### src/rtl/bus_pkg.sv
// Shared definitions for the bus controller: region map, slave count,
// FSM state encoding and the read value returned on error completions.
package bus_pkg;

  localparam int NUM_SLAVES = 4;
  localparam int ADR_W      = 32;
  localparam int DAT_W      = 32;

  // Address regions selected by adr[31:28]; anything above UART is unmapped
  localparam logic [3:0] REGION_ROM  = 4'h0;
  localparam logic [3:0] REGION_RAM  = 4'h1;
  localparam logic [3:0] REGION_GPIO = 4'h2;
  localparam logic [3:0] REGION_UART = 4'h3;

  // Data handed back to the master on unmapped or timed-out accesses
  localparam logic [DAT_W-1:0] ERR_RDATA = '0;

  typedef enum logic [1:0] {
    ST_IDLE   = 2'd0,
    ST_ACCESS = 2'd1,
    ST_DONE   = 2'd2
  } state_e;

endpackage

### src/rtl/bus_if.sv
// Bus bundle between one master, the controller and four slaves.
// The slave modport is the controller's view (it is the target of the master
// and drives the slave-side strobes); the master modport is the opposite view
// used by whatever sits around the controller.
interface bus_if;
  import bus_pkg::*;

  logic                        m_stb_i;
  logic                        m_we_i;
  logic [ADR_W-1:0]            m_adr_i;
  logic [DAT_W-1:0]            m_dat_i;
  logic [DAT_W-1:0]            m_dat_o;
  logic                        m_ack_o;
  logic                        m_err_o;
  logic [NUM_SLAVES-1:0]       s_stb_o;
  logic                        s_we_o;
  logic [ADR_W-1:0]            s_adr_o;
  logic [DAT_W-1:0]            s_dat_o;
  logic [NUM_SLAVES*DAT_W-1:0] s_dat_i;
  logic [NUM_SLAVES-1:0]       s_ack_i;

  modport slave (
    input  m_stb_i, m_we_i, m_adr_i, m_dat_i, s_dat_i, s_ack_i,
    output m_dat_o, m_ack_o, m_err_o, s_stb_o, s_we_o, s_adr_o, s_dat_o
  );

  modport master (
    output m_stb_i, m_we_i, m_adr_i, m_dat_i, s_dat_i, s_ack_i,
    input  m_dat_o, m_ack_o, m_err_o, s_stb_o, s_we_o, s_adr_o, s_dat_o
  );

endinterface

### src/rtl/bus_addr_decode.sv
// Combinational region decoder: adr[31:28] to one-hot slave select,
// binary slave index and a mapped/unmapped flag.
module bus_addr_decode
  import bus_pkg::*;
(
  input  logic [3:0]            region,
  output logic [NUM_SLAVES-1:0] onehot,
  output logic [1:0]            idx,
  output logic                  valid
);

  // Map each region to its slave; unmapped regions select nothing
  always_comb begin
    onehot = '0;
    idx    = 2'd0;
    valid  = 1'b0;
    case (region)
      REGION_ROM:  begin onehot = 4'b0001; idx = 2'd0; valid = 1'b1; end
      REGION_RAM:  begin onehot = 4'b0010; idx = 2'd1; valid = 1'b1; end
      REGION_GPIO: begin onehot = 4'b0100; idx = 2'd2; valid = 1'b1; end
      REGION_UART: begin onehot = 4'b1000; idx = 2'd3; valid = 1'b1; end
      default:     ;
    endcase
  end

endmodule

### src/rtl/bus_ctrl.sv
// Single-master, four-slave bus controller (IDLE -> ACCESS -> DONE).
// Optional access timeout enabled by defining BUS_TIMEOUT_EN; without it the
// controller waits in ACCESS until the selected slave acknowledges.
module bus_ctrl
  import bus_pkg::*;
#(
  parameter int TIMEOUT_CYCLES = 255
) (
  input  logic clk_i,
  input  logic rst_i,
  bus_if.slave bus
);

  state_e                state, state_nxt;
  logic [NUM_SLAVES-1:0] sel_oh;
  logic [1:0]            sel_idx;
  logic                  err_q;
  logic                  s_we_q;
  logic [ADR_W-1:0]      s_adr_q;
  logic [DAT_W-1:0]      s_dat_q;
  logic [DAT_W-1:0]      m_dat_q;

  logic [NUM_SLAVES-1:0] dec_oh;
  logic [1:0]            dec_idx;
  logic                  dec_valid;
  logic                  accept;
  logic                  sel_ack;
  logic [DAT_W-1:0]      sel_rdata;
  logic                  timeout_hit;

  bus_addr_decode u_dec (
    .region (bus.m_adr_i[31:28]),
    .onehot (dec_oh),
    .idx    (dec_idx),
    .valid  (dec_valid)
  );

  // New requests are only taken in IDLE; acks only matter for the latched slave
  assign accept    = (state == ST_IDLE) && bus.m_stb_i;
  assign sel_ack   = bus.s_ack_i[sel_idx];
  assign sel_rdata = bus.s_dat_i[{sel_idx, 5'b00000} +: DAT_W];

`ifdef BUS_TIMEOUT_EN
  localparam int CNT_W = $clog2(TIMEOUT_CYCLES + 1);

  logic [CNT_W-1:0] to_cnt;

  // Count ACCESS cycles; cnt holds (cycles already spent) so the terminal
  // cycle is the TIMEOUT_CYCLES-th one
  always_ff @(posedge clk_i) begin
    if (!rst_i)                   to_cnt <= '0;
    else if (accept)              to_cnt <= '0;
    else if (state == ST_ACCESS)  to_cnt <= to_cnt + 1'b1;
  end

  assign timeout_hit = (state == ST_ACCESS) &&
                       (to_cnt == CNT_W'(TIMEOUT_CYCLES - 1));
`else
  assign timeout_hit = 1'b0;
`endif

  // State register
  always_ff @(posedge clk_i) begin
    if (!rst_i) state <= ST_IDLE;
    else        state <= state_nxt;
  end

  // Next-state logic; the selected ack wins over a coincident timeout
  always_comb begin
    state_nxt = state;
    case (state)
      ST_IDLE:   if (bus.m_stb_i) state_nxt = dec_valid ? ST_ACCESS : ST_DONE;
      ST_ACCESS: if (sel_ack || timeout_hit) state_nxt = ST_DONE;
      ST_DONE:   state_nxt = ST_IDLE;
      default:   state_nxt = ST_IDLE;
    endcase
  end

  // Request latch and completion data/status capture
  always_ff @(posedge clk_i) begin
    if (!rst_i) begin
      sel_oh  <= '0;
      sel_idx <= 2'd0;
      s_we_q  <= 1'b0;
      s_adr_q <= '0;
      s_dat_q <= '0;
      m_dat_q <= '0;
      err_q   <= 1'b0;
    end else if (accept) begin
      if (dec_valid) begin
        sel_oh  <= dec_oh;
        sel_idx <= dec_idx;
        s_we_q  <= bus.m_we_i;
        s_adr_q <= bus.m_adr_i;
        s_dat_q <= bus.m_dat_i;
        err_q   <= 1'b0;
      end else begin
        m_dat_q <= ERR_RDATA;
        err_q   <= 1'b1;
      end
    end else if (state == ST_ACCESS) begin
      if (sel_ack) begin
        m_dat_q <= s_we_q ? '0 : sel_rdata;
        err_q   <= 1'b0;
      end else if (timeout_hit) begin
        m_dat_q <= ERR_RDATA;
        err_q   <= 1'b1;
      end
    end
  end

  // Outputs decoded from state; strobe only while in ACCESS
  always_comb begin
    bus.m_ack_o = (state == ST_DONE);
    bus.m_err_o = (state == ST_DONE) && err_q;
    bus.m_dat_o = m_dat_q;
    bus.s_stb_o = (state == ST_ACCESS) ? sel_oh : '0;
    bus.s_we_o  = s_we_q;
    bus.s_adr_o = s_adr_q;
    bus.s_dat_o = s_dat_q;
  end

endmodule

### src/flat_wrapper.sv
// flat-port wrapper written by rule: the top's interface ports become plain ports
module bus_ctrl_flat import bus_pkg::*;
#(
  parameter int TIMEOUT_CYCLES = 255
)
  (clk_i, rst_i, bus_m_stb_i, bus_m_we_i, bus_m_adr_i, bus_m_dat_i, bus_s_dat_i, bus_s_ack_i, bus_m_dat_o, bus_m_ack_o, bus_m_err_o, bus_s_stb_o, bus_s_we_o, bus_s_adr_o, bus_s_dat_o);
  bus_if bus_i ();
  input  logic clk_i;
  input  logic rst_i;
  input wire logic [$bits(bus_i.m_stb_i)-1:0] bus_m_stb_i;
  input wire logic [$bits(bus_i.m_we_i)-1:0] bus_m_we_i;
  input wire logic [$bits(bus_i.m_adr_i)-1:0] bus_m_adr_i;
  input wire logic [$bits(bus_i.m_dat_i)-1:0] bus_m_dat_i;
  input wire logic [$bits(bus_i.s_dat_i)-1:0] bus_s_dat_i;
  input wire logic [$bits(bus_i.s_ack_i)-1:0] bus_s_ack_i;
  output wire logic [$bits(bus_i.m_dat_o)-1:0] bus_m_dat_o;
  output wire logic [$bits(bus_i.m_ack_o)-1:0] bus_m_ack_o;
  output wire logic [$bits(bus_i.m_err_o)-1:0] bus_m_err_o;
  output wire logic [$bits(bus_i.s_stb_o)-1:0] bus_s_stb_o;
  output wire logic [$bits(bus_i.s_we_o)-1:0] bus_s_we_o;
  output wire logic [$bits(bus_i.s_adr_o)-1:0] bus_s_adr_o;
  output wire logic [$bits(bus_i.s_dat_o)-1:0] bus_s_dat_o;
  assign bus_i.m_stb_i = bus_m_stb_i;
  assign bus_i.m_we_i = bus_m_we_i;
  assign bus_i.m_adr_i = bus_m_adr_i;
  assign bus_i.m_dat_i = bus_m_dat_i;
  assign bus_i.s_dat_i = bus_s_dat_i;
  assign bus_i.s_ack_i = bus_s_ack_i;
  assign bus_m_dat_o = bus_i.m_dat_o;
  assign bus_m_ack_o = bus_i.m_ack_o;
  assign bus_m_err_o = bus_i.m_err_o;
  assign bus_s_stb_o = bus_i.s_stb_o;
  assign bus_s_we_o = bus_i.s_we_o;
  assign bus_s_adr_o = bus_i.s_adr_o;
  assign bus_s_dat_o = bus_i.s_dat_o;
  bus_ctrl #(.TIMEOUT_CYCLES(TIMEOUT_CYCLES)) u_core (.clk_i(clk_i), .rst_i(rst_i), .bus(bus_i));
endmodule
### config.mk
export PLATFORM = sky130hd
export DESIGN_NAME = bus_ctrl_flat
export DESIGN_NICKNAME = d
export VERILOG_FILES = /design/src/rtl/bus_pkg.sv /design/src/rtl/bus_if.sv /design/src/rtl/bus_addr_decode.sv /design/src/rtl/bus_ctrl.sv /design/src/flat_wrapper.sv
export SDC_FILE = /design/constraint.sdc
export NUM_CORES = 1
export LEC_CHECK = 0
export ABC_CLOCK_PERIOD_IN_PS = 1810
export CAP_MARGIN = 20
export CORE_MARGIN = 8
export CORE_UTILIZATION = 37
export CTS_CLUSTER_SIZE = 10
export DETAILED_ROUTE_END_ITERATION = 10
export PLACE_DENSITY_LB_ADDON = 0.25
export SLEW_MARGIN = 20
export SYNTH_ARGS = -nofsm -noshare
export SYNTH_HDL_FRONTEND = slang
export SYNTH_HIERARCHICAL = 1
export SYNTH_SLANG_ARGS = --single-unit
export TNS_END_PERCENT = 20
### constraint.sdc
create_clock -name clk_i -period 1.81 [get_ports clk_i]
set_input_delay 0.181 -clock clk_i [delete_from_list [all_inputs] [get_ports clk_i]]
set_output_delay 0.181 -clock clk_i [all_outputs]
set_load 0.02 [all_outputs]
; ---- Yosys cells after proc, flatten, opt, wreduce, memory -nomap -nowiden
; Cells that the tools add are included.
[word_totals]
ff_bits = 106
elab_cells = 48
input_bits = 200
[op_classes]
muxes = 19
eq_ne = 8
order_cmp = 1
reduce_logical = 11
shift = 1
[op_table]
columns = cell, count
row1 = two-way mux 32 bit, 5
row2 = indexed part select 128 x 8 -> 32 bit, 1
row3 = one-hot mux 4 bit (4 select lines), 1
row4 = "equality test 4 x 2 -> 1 bit, second input constant", 2
row5 = two-way mux 1 bit, 6
row6 = two-way mux 2 bit, 3
row7 = one-hot mux 2 bit (3 select lines), 1
row8 = AND reduction 2 bit, 3
row9 = "equality test 4 x 1 -> 1 bit, second input constant", 1
row10 = zero test 4 bit, 1
row11 = two-way mux 4 bit, 1
row12 = "inequality test 2 bit, second input constant", 2
row13 = one-hot mux 2 bit (2 select lines), 1
row14 = nonzero test 2 bit, 2
row15 = OR reduction 4 bit, 1
row16 = "< comparator 2 x 3 -> 1 bit, second input constant", 1
row17 = AND reduction 3 bit, 1
row18 = binary-select mux 1 bit (select 2 bit), 1
row19 = "equality test 2 x 1 -> 1 bit, second input constant", 1
row20 = "equality test 2 bit, second input constant", 1
row21 = logical AND 1 bit, 2
row22 = zero test 2 bit, 1
row23 = "inequality test 2 x 1 -> 1 bit, second input constant", 1

; ---- Depth between registers and ports, before layout
[depth]
ltp_word = 6
depth_mapped = 6

; ---- By module
; Netlist, hierarchy kept.
[modules_own_cells]
columns = module, seq_area_each_um2, area_each_um2, cells_per_inst, instances
row1 = bus_ctrl, 2122.0, 4877.2, 514, 1
row2 = bus_addr_decode, 0.0, 55.1, 7, 1

; ---- Worst setup path after synthesis
; No wires, ideal clock.
[synth_path]
path_type = flip-flop to flip-flop
from = register u_core.sel_idx[1]
to = register u_core.m_dat_q[10] (netlist: u_core/bus.m_dat_o[10])
period_less_slack_ns = 1.601
required_ns = 1.738
path_stages_with_launch = 7
t_arrival_ns = 1.529
slack_ns = 0.209
cell_sequence = dfxtp_1 buf_6 mux2i_4 inv_2 a311oi_4 buf_6 mux2i_1
[synth_between]
elab_chain_cells = 5
word_cells_on_any_way = 9
classes_between = 1 x shift / 6 x mux / 2 x reduce/logical
[synth_rtl]
columns = element, line_no
row1 = from (decl), bus_ctrl.sv:16  ; logic [1:0] sel_idx;
row2 = from (signal assigned), bus_ctrl.sv:92  ; sel_idx <= dec_idx;
row3 = indexed part select 128 x 8 -> 32 bit, bus_ctrl.sv:41  ; assign sel_rdata = bus.s_dat_i[{sel_idx, 5'b00000} +: DAT_W];
row4 = two-way mux 32 bit, bus_ctrl.sv:103  ; m_dat_q <= s_we_q ? '0 : sel_rdata;
row5 = two-way mux 32 bit, bus_ctrl.sv:102  ; if (sel_ack) begin
row6 = two-way mux 32 bit, bus_ctrl.sv:101  ; end else if (state == ST_ACCESS) begin
row7 = two-way mux 32 bit, bus_ctrl.sv:89  ; end else if (accept) begin
row8 = to (signal assigned), bus_ctrl.sv:103
row9 = to (decl), bus_ctrl.sv:21  ; logic [DAT_W-1:0] m_dat_q;
; Several ways; a longest one is shown, not always the timed one. The select of a mux whose other input is x is not followed.
; A chain may end at the register's enable or synchronous reset.

; ---- Final worst setup path
[layout_path]
from = register u_core.sel_idx[1]
to = register u_core.m_dat_q[12] (netlist: u_core/bus.m_dat_o[12])
; The elaborated chain is that of the path after synthesis.

==> PnR_summary.wiki <==
{| class="wikitable"
! Metric !! Value
|-
| Result of the run || finished clean
|-
| Routed Wire Length || ~18 mm
|-
| Overflow left after global routing || 0
|-
| Total die area || roughly 17000 sq um
|-
| Routed wire length per instance || ~18 um
|-
| Net count of the mapped netlist || between 700 and 800
|-
| Setup slack on the worst flop-to-flop path || 0.05 ns
|-
| Cell count after synthesis || 521
|-
| Sequential area share after synthesis || 0.430
|-
| Class of the tightest hold or removal check || primary input to register
|-
| Area of placed instances || a little over 8000 sq um
|-
| Critical path class || register to register
|-
| Fraction of layout cells with a size suffix above 1 || 0.0978
|-
| Clock tree sinks || 106
|-
| Sequential cell area || 2130 sq um
|-
| Hold Crit Endpoint || u_core/sel_idx[0]$_SDFFE_PN0P_
|-
| Maximum number of pins on one net before global-route repair || 107
|-
| Worst setup EP type || register
|-
| Core area || about 13000 sq um
|-
| Number of vias in the routed layout || 4852
|-
| Setup violations, final || 0
|-
| Number of buffers on the longest clock path || 2
|-
| DR vias/cell || 4.88
|-
| Clock latency on the worst-skew pair || around 0.34 ns
|-
| Final hold slack || 0.393 ns
|-
| Post-route DRC || 0
|-
| GRT Overall Usage || 0.204
|-
| Half-perimeter wire length after detailed placement || roughly 14 mm
|-
| FF+latch count, synth || 106
|-
| Placement row count || 42
|-
| Placer congestion estimate || 0.835
|-
| RSZ-0062 raised after global routing || true
|-
| Peak supply drop || 0.000505 V
|-
| Number of detailed-routing iterations run before antenna repair || 4
|-
| Power per Cell Area || between 600 and 700 nW/um^2
|-
| Final count of pins violating max slew || 0
|-
| Post-layout minimum cycle time || 1.76 ns
|-
| Post-layout net count || 1015
|-
| Worst Min Path Start || rst_i
|-
| Transition time of the tightest slew-check pin || 0.468 ns
|-
| Worst-path clk slew || ~0.070 ns
|-
| Final period util || 0.971
|-
| Synth Warn # || 6
|-
| R2R cell count || 7
|-
| Hold path depth || 3
|-
| TritonCTS clock tree || built
|-
| Number of antenna diodes || 0
|-
| Worst-path maximum fanout || 16
|-
| Highest-count cells in the layout ignoring fill and taps || clkdlybuf4s50_1, nand2_1, dfxtp_1, a21boi_0, mux2i_1
|-
| Area growth from synthesis to layout || 73.6%
|-
| Total CTS buffers || 9
|-
| Most frequent standard cell in the layout excluding fill and tap cells || clkdlybuf4s50_1
|-
| Number of port buffers || 302
|-
| Nature of the critical path startpoint || register
|-
| Final number of hold-violating endpoints || 0
|-
| Slew headroom || 0.686
|-
| Vert. Die Dim || ~130 um
|-
| First-pass GRT wire length || approximately 28 mm
|-
| Finished layout cell area || 8560 sq um
|-
| Maximum Capacitance Violations || 0
|-
| Average size of a mapped cell || 9.47 sq um
|-
| DIE WIDTH || 131 um
|-
| Endpoint of the worst register-to-register path || u_core/bus.m_dat_o[12]$_SDFFE_PN0P_
|-
| Fin Clk Skew || around 0.0074 ns
|-
| Initial antenna violation count || 1
|-
| Antenna Nets Post-Route || 0
|-
| Mapped cell area || 4930 sq um
|-
| CTS H-Tree Depth || 3
|-
| DRC violation total after the first TritonRoute iteration || slightly above 200
|-
| Arrival time of the worst setup path || 2.01 ns
|-
| Netlist cell types || 26
|-
| Total of hold buffers inserted after clock tree synthesis || 0
|-
| Effective utilization at floorplan || 0.375
|-
| Required time at the endpoint of the critical path || 2.06 ns
|-
| Multi-input logic area || 2630 sq um
|-
| Via count of the first global-routing pass || 5098
|-
| Highest achievable clock rate || 569 MHz
|-
| Filler instances || 1042
|-
| Root Buffer || clkbuf_16
|-
| Reg-to-reg critical path startpoint || u_core/sel_idx[1]$_SDFFE_PN0P_
|-
| Number of I/O pins || 303
|-
| Static leakage || 3.10 nW
|}
==> stage by stage <==
stage | std cells | setup TNS [ns] | total power [mW] | utilization | worst slack, ns
after global placement | 976 | -0.928 | 3.71 | 0.625 | -0.0324
after global routing | 994 | -0.0199 | 5.85 | 0.652 | -0.0167
after CTS | 990 | 0 | 5.65 | 0.647 | 0.0109
final | 994 | 0 | 5.61 | 0.652 | 0.0520
after detailed placement | 976 | -5.95 | 3.73 | 0.625 | -0.135
after floorplan | 521 | 0 | 2.99 | - | 0.209
==> state kept, by name, indices dropped and copies added, names as in the netlist <==
register            cells
u_core/bus.m_dat_o     32
u_core/bus.s_adr_o     32
u_core/bus.s_dat_o     32
u_core/bus.s_we_o       1
u_core/err_q            1
u_core/sel_idx          2
u_core/sel_oh           4
u_core/state            2
==> cell type report <==
class | count | area share
flip-flops and latches | 106 | 0.248
well taps | 176 | 0.0257
clock buffers | 9 | 0.0263
clock inverters | 5 | 0.00672
inverters | 1 | 0.000438
multi-input cells | 373 | 0.307
repair buffers | 324 | 0.386
==> Yosys cell counts <==
cell type | number | area share
buf_4 | 1 | 0.0015
dfxtp_1 | 106 | 0.43
buf_6 | 4 | 0.0091
a21boi_0 | 71 | 0.11
o21ai_0 | 1 | 0.0010
nor4_1 | 1 | 0.0013
a31oi_1 | 1 | 0.0013
and2_1 | 7 | 0.0089
inv_2 | 1 | 0.00076
and4bb_2 | 1 | 0.0025
buf_1 | 1 | 0.00076
nor3b_1 | 5 | 0.0076
nor2_1 | 2 | 0.0015
mux2i_1 | 34 | 0.069
a311oi_4 | 1 | 0.0053
mux4_2 | 32 | 0.15
nor4b_1 | 2 | 0.0036
nor2b_1 | 3 | 0.0038
nand2b_1 | 1 | 0.0013
buf_2 | 11 | 0.011
a22oi_1 | 1 | 0.0015
nor3_1 | 1 | 0.0010
o2111a_1 | 1 | 0.0023
clkbuf_1 | 24 | 0.018
mux2i_4 | 1 | 0.0046
nand2_1 | 207 | 0.16
==> worst max-delay path by stage <==
stage	slack (ns)	startpoint	cells past startpoint	end
final	0.05	u_core/sel_idx[1]$_SDFFE_PN0P_	7	u_core/bus.m_dat_o[12]$_SDFFE_PN0P_
after global routing	-0.02	u_core/state[0]$_SDFFE_PN0P_	3	bus_s_stb_o[3]
after CTS	0.01	u_core/sel_idx[1]$_SDFFE_PN0P_	5	u_core/bus.m_dat_o[23]$_SDFFE_PN0P_
after detailed placement	-0.13	bus_m_stb_i	6	u_core/bus.s_adr_o[2]$_SDFFE_PN0P_
after global placement	-0.03	bus_m_adr_i[31]	7	u_core/bus.m_dat_o[30]$_SDFFE_PN0P_
after floorplan	0.21	u_core/sel_idx[1]$_SDFFE_PN0P_	6	u_core/bus.m_dat_o[10]$_SDFFE_PN0P_
==> worst max-delay path, stage by stage, from the launching register on <==
cell and delay, ns:
dfxtp_4 0.41, mux2i_1 0.22, buf_4 0.14, nor3_1 0.07, a311oi_4 0.23, buf_4 0.17, buf_12 0.16, mux2i_1 0.25
==> timing repair <==
action | in CTS | in global routing
pin swaps | 0 | 1
endpoints found under the hold margin | 0 | 0
cloned | 0 | 2
gates resized for setup | 6 | 4
buffers inserted | 0 | 2
setup endpoints to repair | 5 | 37
==> power breakdown <==
group	internal (mW)	switching [mW]	leakage [nW]
sequential	2.43	0.0534	0.862
clock	1.05	0.851	0.129
combinational	0.754	0.473	2.11
total	4.23	1.38	3.10
==> per-layer routing <==
layer	wire length, um	track usage	share of wire	vias to the layer above
met2	9260	0.358	0.50	199
met3	1750	0.0816	0.095	18
met4	235	0.0587	0.013	2
met5	12	0	0.00065	-
li1	-	-	-	2351
met1	7110	0.221	0.39	2282
==> cells by family (layout without fill, tap and decap cells) <==
kind of cell | Yosys count | in the layout | synth area share
mux | 67 | 67 | 0.220
buf+inv | 42 | 339 | 0.0416
flops | 106 | 106 | 0.430
compound gates | 76 | 76 | 0.119
simple gates | 230 | 230 | 0.189
No activity file was read; power rests on OpenSTA's default activity.
